==> config.mk <==
export PLATFORM = sky130hd
export DESIGN_NAME = cbi980_stream_ctl
export DESIGN_NICKNAME = d
export VERILOG_FILES = /design/src/rtl/cbi980_stream_ctl.sv
export SDC_FILE = /design/constraint.sdc
export NUM_CORES = 1
export LEC_CHECK = 0
export BUFFER_PORTS_ARGS = -buffer_cell sky130_fd_sc_hd__buf_2
export CORE_ASPECT_RATIO = 2
export CORE_MARGIN = 1.5
export CORE_UTILIZATION = 67
export CTS_BUF_LIST = sky130_fd_sc_hd__clkbuf_16
export DETAILED_ROUTE_END_ITERATION = 6
export GPL_TIMING_DRIVEN = 1
export PLACE_DENSITY = 0.85
export SLEW_MARGIN = 30
export SYNTH_ARGS = -nofsm -noshare
export SYNTH_HDL_FRONTEND = slang
export SYNTH_SLANG_ARGS = --single-unit
==> constraint.sdc <==
create_clock -name clk -period 9.35 [get_ports clk]
set_input_delay 0.935 -clock clk [delete_from_list [all_inputs] [get_ports clk]]
set_output_delay 0.935 -clock clk [all_outputs]
set_load 0.005 [all_outputs]
==> src/rtl/cbi980_stream_ctl.sv <==
`default_nettype none
// +----------------------------------------------------------------------------+
// | Module   : cbi980_stream_ctl                                               |
// | Purpose  : Per-channel RX/TX sample FIFOs between the CPU and codec_if,    |
// |            with sample-format conversion and level/sticky-error flags.     |
// | Revision : 1.0                                                             |
// +----------------------------------------------------------------------------+
module cbi980_stream_ctl #(
  parameter int DEPTH = 16
) (
  input  logic        clk,
  input  logic        rst,
  input  logic        rxen,
  input  logic        txen,
  input  logic        irq_rst,
  input  logic [2:0]  octet_cnt,
  input  logic        dout_wr_en,
  input  logic        dout_ch,
  input  logic [31:0] dout_data,
  output logic        wr_drop,
  input  logic        din_rd_en,
  input  logic        din_ch,
  output logic [31:0] din_data,
  input  logic [1:0]  aud_dout_vld,
  input  logic [23:0] aud_dout,
  input  logic [1:0]  aud_din_ack,
  output logic [23:0] aud_din0,
  output logic [23:0] aud_din1,
  output logic [1:0]  rxne,
  output logic [1:0]  rxf,
  output logic [1:0]  txnf,
  output logic [1:0]  txe,
  output logic [1:0]  rx_ovf,
  output logic [1:0]  tx_unf
);

  localparam int AW = $clog2(DEPTH);
  localparam logic [AW:0] c_full = (AW+1)'(DEPTH);

  // Codec capture: keep the top n octets, sign-extended to a CPU word.
  function automatic logic [31:0] rx_fmt(input logic [23:0] s, input logic [1:0] n);
    case (n)
      2'd1:    return {{24{s[23]}}, s[23:16]};
      2'd2:    return {{16{s[23]}}, s[23:8]};
      default: return {{8{s[23]}}, s};
    endcase
  endfunction

  // CPU word to codec: low n octets left-justified in the 24-bit sample.
  function automatic logic [23:0] tx_fmt(input logic [23:0] w, input logic [1:0] n);
    case (n)
      2'd1:    return {w[7:0], 16'h0};
      2'd2:    return {w[15:0], 8'h0};
      default: return w;
    endcase
  endfunction

  logic [1:0]        w_n;
  logic [1:0][31:0]  w_rx_head;
  logic [1:0]        w_rx_empty;
  logic [1:0][23:0]  w_aud_din;
  logic [1:0]        w_wr_drop;
  logic [1:0]        w_ovf_set;
  logic [1:0]        w_unf_set;

  always_comb begin
    w_n = 2'd3;
    if (octet_cnt == 3'd1)      w_n = 2'd1;
    else if (octet_cnt == 3'd2) w_n = 2'd2;
  end

  generate
    for (genvar g = 0; g < 2; g++) begin : g_ch
      logic [31:0]   r_rx_mem [DEPTH];
      logic [31:0]   r_tx_mem [DEPTH];
      logic [AW-1:0] r_rx_wr, r_rx_rd, r_tx_wr, r_tx_rd;
      logic [AW:0]   r_rx_cnt, r_tx_cnt;
      logic          w_rx_full, w_rx_push, w_rx_pop, w_rx_vld;
      logic          w_tx_empty, w_tx_full, w_tx_push, w_tx_pop, w_tx_sel;

      assign w_rx_full     = (r_rx_cnt == c_full);
      assign w_rx_empty[g] = (r_rx_cnt == '0);
      assign w_rx_head[g]  = r_rx_mem[r_rx_rd];
      assign w_rx_pop      = din_rd_en && (din_ch == 1'(g)) && !w_rx_empty[g];
      assign w_rx_vld      = aud_dout_vld[g] && rxen;
      // A same-cycle host read frees the slot, so a full FIFO can still accept.
      assign w_rx_push     = w_rx_vld && (!w_rx_full || w_rx_pop);
      assign w_ovf_set[g]  = w_rx_vld && !w_rx_push;

      assign w_tx_empty    = (r_tx_cnt == '0);
      assign w_tx_full     = (r_tx_cnt == c_full);
      assign w_tx_pop      = aud_din_ack[g] && txen && !w_tx_empty;
      assign w_unf_set[g]  = aud_din_ack[g] && txen && w_tx_empty;
      assign w_tx_sel      = dout_wr_en && (dout_ch == 1'(g));
      assign w_tx_push     = w_tx_sel && (!w_tx_full || w_tx_pop);
      assign w_wr_drop[g]  = w_tx_sel && !w_tx_push;

      assign w_aud_din[g]  = (txen && !w_tx_empty) ? tx_fmt(r_tx_mem[r_tx_rd][23:0], w_n) : 24'h0;

      assign rxne[g] = !w_rx_empty[g];
      assign rxf[g]  = w_rx_full;
      assign txnf[g] = (r_tx_cnt < c_full);
      assign txe[g]  = w_tx_empty;

      always_ff @(posedge clk) begin
        if (w_rx_push) r_rx_mem[r_rx_wr] <= rx_fmt(aud_dout, w_n);
        if (w_tx_push) r_tx_mem[r_tx_wr] <= dout_data;
      end

      always_ff @(posedge clk) begin
        if (rst) begin
          r_rx_wr  <= '0;
          r_rx_rd  <= '0;
          r_rx_cnt <= '0;
          r_tx_wr  <= '0;
          r_tx_rd  <= '0;
          r_tx_cnt <= '0;
        end else begin
          if (w_rx_push) r_rx_wr <= r_rx_wr + 1'b1;
          if (w_rx_pop)  r_rx_rd <= r_rx_rd + 1'b1;
          if (w_tx_push) r_tx_wr <= r_tx_wr + 1'b1;
          if (w_tx_pop)  r_tx_rd <= r_tx_rd + 1'b1;
          r_rx_cnt <= r_rx_cnt + (AW+1)'(w_rx_push) - (AW+1)'(w_rx_pop);
          r_tx_cnt <= r_tx_cnt + (AW+1)'(w_tx_push) - (AW+1)'(w_tx_pop);
        end
      end
    end
  endgenerate

  assign aud_din0 = w_aud_din[0];
  assign aud_din1 = w_aud_din[1];
  assign wr_drop  = |w_wr_drop;

  always_ff @(posedge clk) begin
    if (rst) begin
      din_data <= 32'h0;
      rx_ovf   <= 2'b00;
      tx_unf   <= 2'b00;
    end else begin
      if (din_rd_en) din_data <= w_rx_empty[din_ch] ? 32'h0 : w_rx_head[din_ch];
      // Set events take priority over a coincident clear.
      rx_ovf <= (irq_rst ? 2'b00 : rx_ovf) | w_ovf_set;
      tx_unf <= (irq_rst ? 2'b00 : tx_unf) | w_unf_set;
    end
  end

endmodule
`default_nettype wire

==> run metrics <==
Initial Util 67.79%; Post-route DRC 53; Buf+Inv Stages, Crit Path 2; CP max FO 34; Async SR Flop Fraction 0%; die area 0.09840 sq mm; RSZ-0062 raised after global routing no; fill count 4902; largest net degree at the start of global routing 123; clk_lat worst skew 0.78 ns; critical path class register to primary output; all-layer global routing usage 33.65%; TritonCTS Buffers 132; total congestion overflow 0; die height 442.1 microns; crit path time final 5.414 ns; status complete, but fails checks; area fraction of the dominant cell type after synthesis 71.40%; Clock Skew 0.03293 ns; EDFF count, synth 1536; Mean Syn Cell Area 19.53 sq um; Slew Limit Fails 0; Post-Syn Area 0.06460 sq mm; CP max-delay cell a21oi_1; post-CTS sizing 0; synthesized net count 3427; ranking of synthesized cells by area edfxtp_1, mux4_2, dfxtp_1; setup TNS 0 ns; CTS Root Cell clkbuf_16; final period utilization 57.90%; core area 0.09529 sq mm; Syn. warnings 0; Max VDD drop 0.2361 mV; gp weighted congestion 0.8838; FF+latch count, synth 1632; violated checks DRC; Max Cap Violations 0; Startpoint Class register; Fin. Hold Viols 0; Top delay family on crit path compound AO/OA/AOI/OAI gates; Synth Instances 3308; # port buffers 156; CTS tree built; Area growth, synth to finish 9.948%; CTS sink cnt 1632; relative slew slack 27.15%; Synth Flop Type edfxtp_1; WP data required 8.42 ns; crit path DAT 4.48 ns; largest area contributor in the netlist edfxtp_1; Ports 165; H-Tree Depth 4; antenna-violating nets left 0; CP peak stage delay 0.78 ns; Worst Max-Slew Pin Slew 1.084 ns; Bufs on Longest Clock Path 3; via total after detailed routing 34777; Post-CTS Setup Repair Bufs 0; Final #Nets 3619; die width 222.6 microns; crit-path cells buf_4, mux4_2, mux2_2, a21oi_1, o221ai_1, buf_2; FP Rows 160; HPWL Detailed 95.18 mm; sequential cell area fraction in the yosys report 74.37%; HP Class primary input to register; CTS clock-pin slew for the worst setup and hold paths 0.07 ns; first-pass GRT wire length 234.9 mm; count leader, synth edfxtp_1; commonest cells in the netlist edfxtp_1, mux4_2, nor2_1; cts hold-fix bufs 0; initial antenna violation count 1; count of final setup violators 0; CP endpoint kind primary output; P per Cell Area 220.6 mW/mm^2; ratio of cells with drive above 1 in the final layout 25.05%; drt initial violations 4391; Leak 0.02265 uW; FMAX 184.7 MHz; final WL 163.8 mm; DRT Pass-1 Iters 7; worst hold slack 0.4590 ns; wire per inst 34.00 microns; DR vias/cell 7.220; vias in the first global route 36248; Synth cell types 67
[cell families after synthesis]
group / Yosys count / synth area share [%]
mux: 522 / 14.71
simple gates: 429 / 3.205
fa+ha+maj: 47 / 0.9568
buf+inv: 268 / 2.105
compound gates: 374 / 4.158
xor+xnor: 36 / 0.4881
flops: 1632 / 74.37
[worst reg2reg max path, delay by kind of cell (launching register included)]
family	cells	cell delay, ns
adder cells (fa/ha/maj)	4	0.83
AO/OA/AOI/OAI	2	0.31
buffers and inverters	6	0.55
flip-flops	1	0.32
AND/OR/NAND/NOR	5	1.49
[layout by cell type, fill, tap and decap left out, drive strengths merged, types with 18 or more instances in the layout]
master	instances
xor2	24
o21ai	31
a211oi	42
ha	43
nor2b	58
nor2	183
a221oi	22
mux4	340
a221o	57
clkbuf	134
nand3	21
clkinv	52
mux2i	168
o22ai	32
a21oi	108
nand2b	20
nor3	44
nand2	52
edfxtp	1536
buf	258
a22oi	18
dfxtp	96
inv	107
[flip-flops by register name, summed over array words and instances, names as in the netlist, 8 cells and up, named ones only]
name,cells
g_ch.r_rx_mem,768
g_ch.r_tx_mem,768
din_data,24
g_ch.r_rx_cnt,10
g_ch.r_tx_cnt,10
g_ch.r_rx_rd,8
g_ch.r_rx_wr,8
g_ch.r_tx_rd,8
g_ch.r_tx_wr,8
[routing by layer]
layer	wire length (microns)	up-vias	GRT usage [%]
li1	-	13824	-
met1	47900	17431	35.55
met2	86520	2694	59.15
met3	15130	826	7.004
met4	14230	2	24.66
met5	16	-	0
[final timing paths]
check | start | to | slack [ns] | depth (start not counted)
worst min-delay path | aud_dout_vld[0] | rx_ovf[0] | 0.46 | 3
worst min register to register | din_data[11] | din_data[11] | 0.46 | 1
worst max register to register | g_ch[0].r_tx_cnt[2] | g_ch[0].r_tx_cnt[4] | 5.77 | 17
worst max-delay path | register | aud_din0[18] | 3.94 | 6
[where the power goes]
part           switching, uW  internal, uW
registers                160          8170
logic                   1140           881
clock network           2510          2800
[metrics by stage]
| step | total power (uW) | instances | utilization (%) | cell area [sq um] | setup slack, ns |
|---|---|---|---|---|---|
| 6_report | 15670 | 4817 | 74.54 | 71030 | 3.936 |
| 5_1_grt | 16050 | 4816 | 74.53 | 71020 | 3.861 |
| 4_1_cts | 15650 | 4812 | 74.41 | 70900 | 4.012 |
| 3_5_place_dp | 10440 | 4577 | 70.20 | 66900 | 4.802 |
| 3_3_place_gp | 10320 | 4577 | 70.18 | 66880 | 4.963 |
| 2_1_floorplan | 9849 | 3308 | - | 64600 | 5.117 |
[area by class of cell]
cell class / count / area (sq um) / area share (%)
diodes: 1 / 2.502 / 0.003523
clock buffers: 134 / 3353 / 4.721
clock inverters: 101 / 654.4 / 0.9213
inverters: 68 / 255.2 / 0.3594
multi-input cells: 1408 / 15530 / 21.86
flip-flops and latches: 1632 / 48080 / 67.70
well taps: 1215 / 1520 / 2.140
repair buffers: 258 / 1630 / 2.295
(Power assumes the default switching activity.)
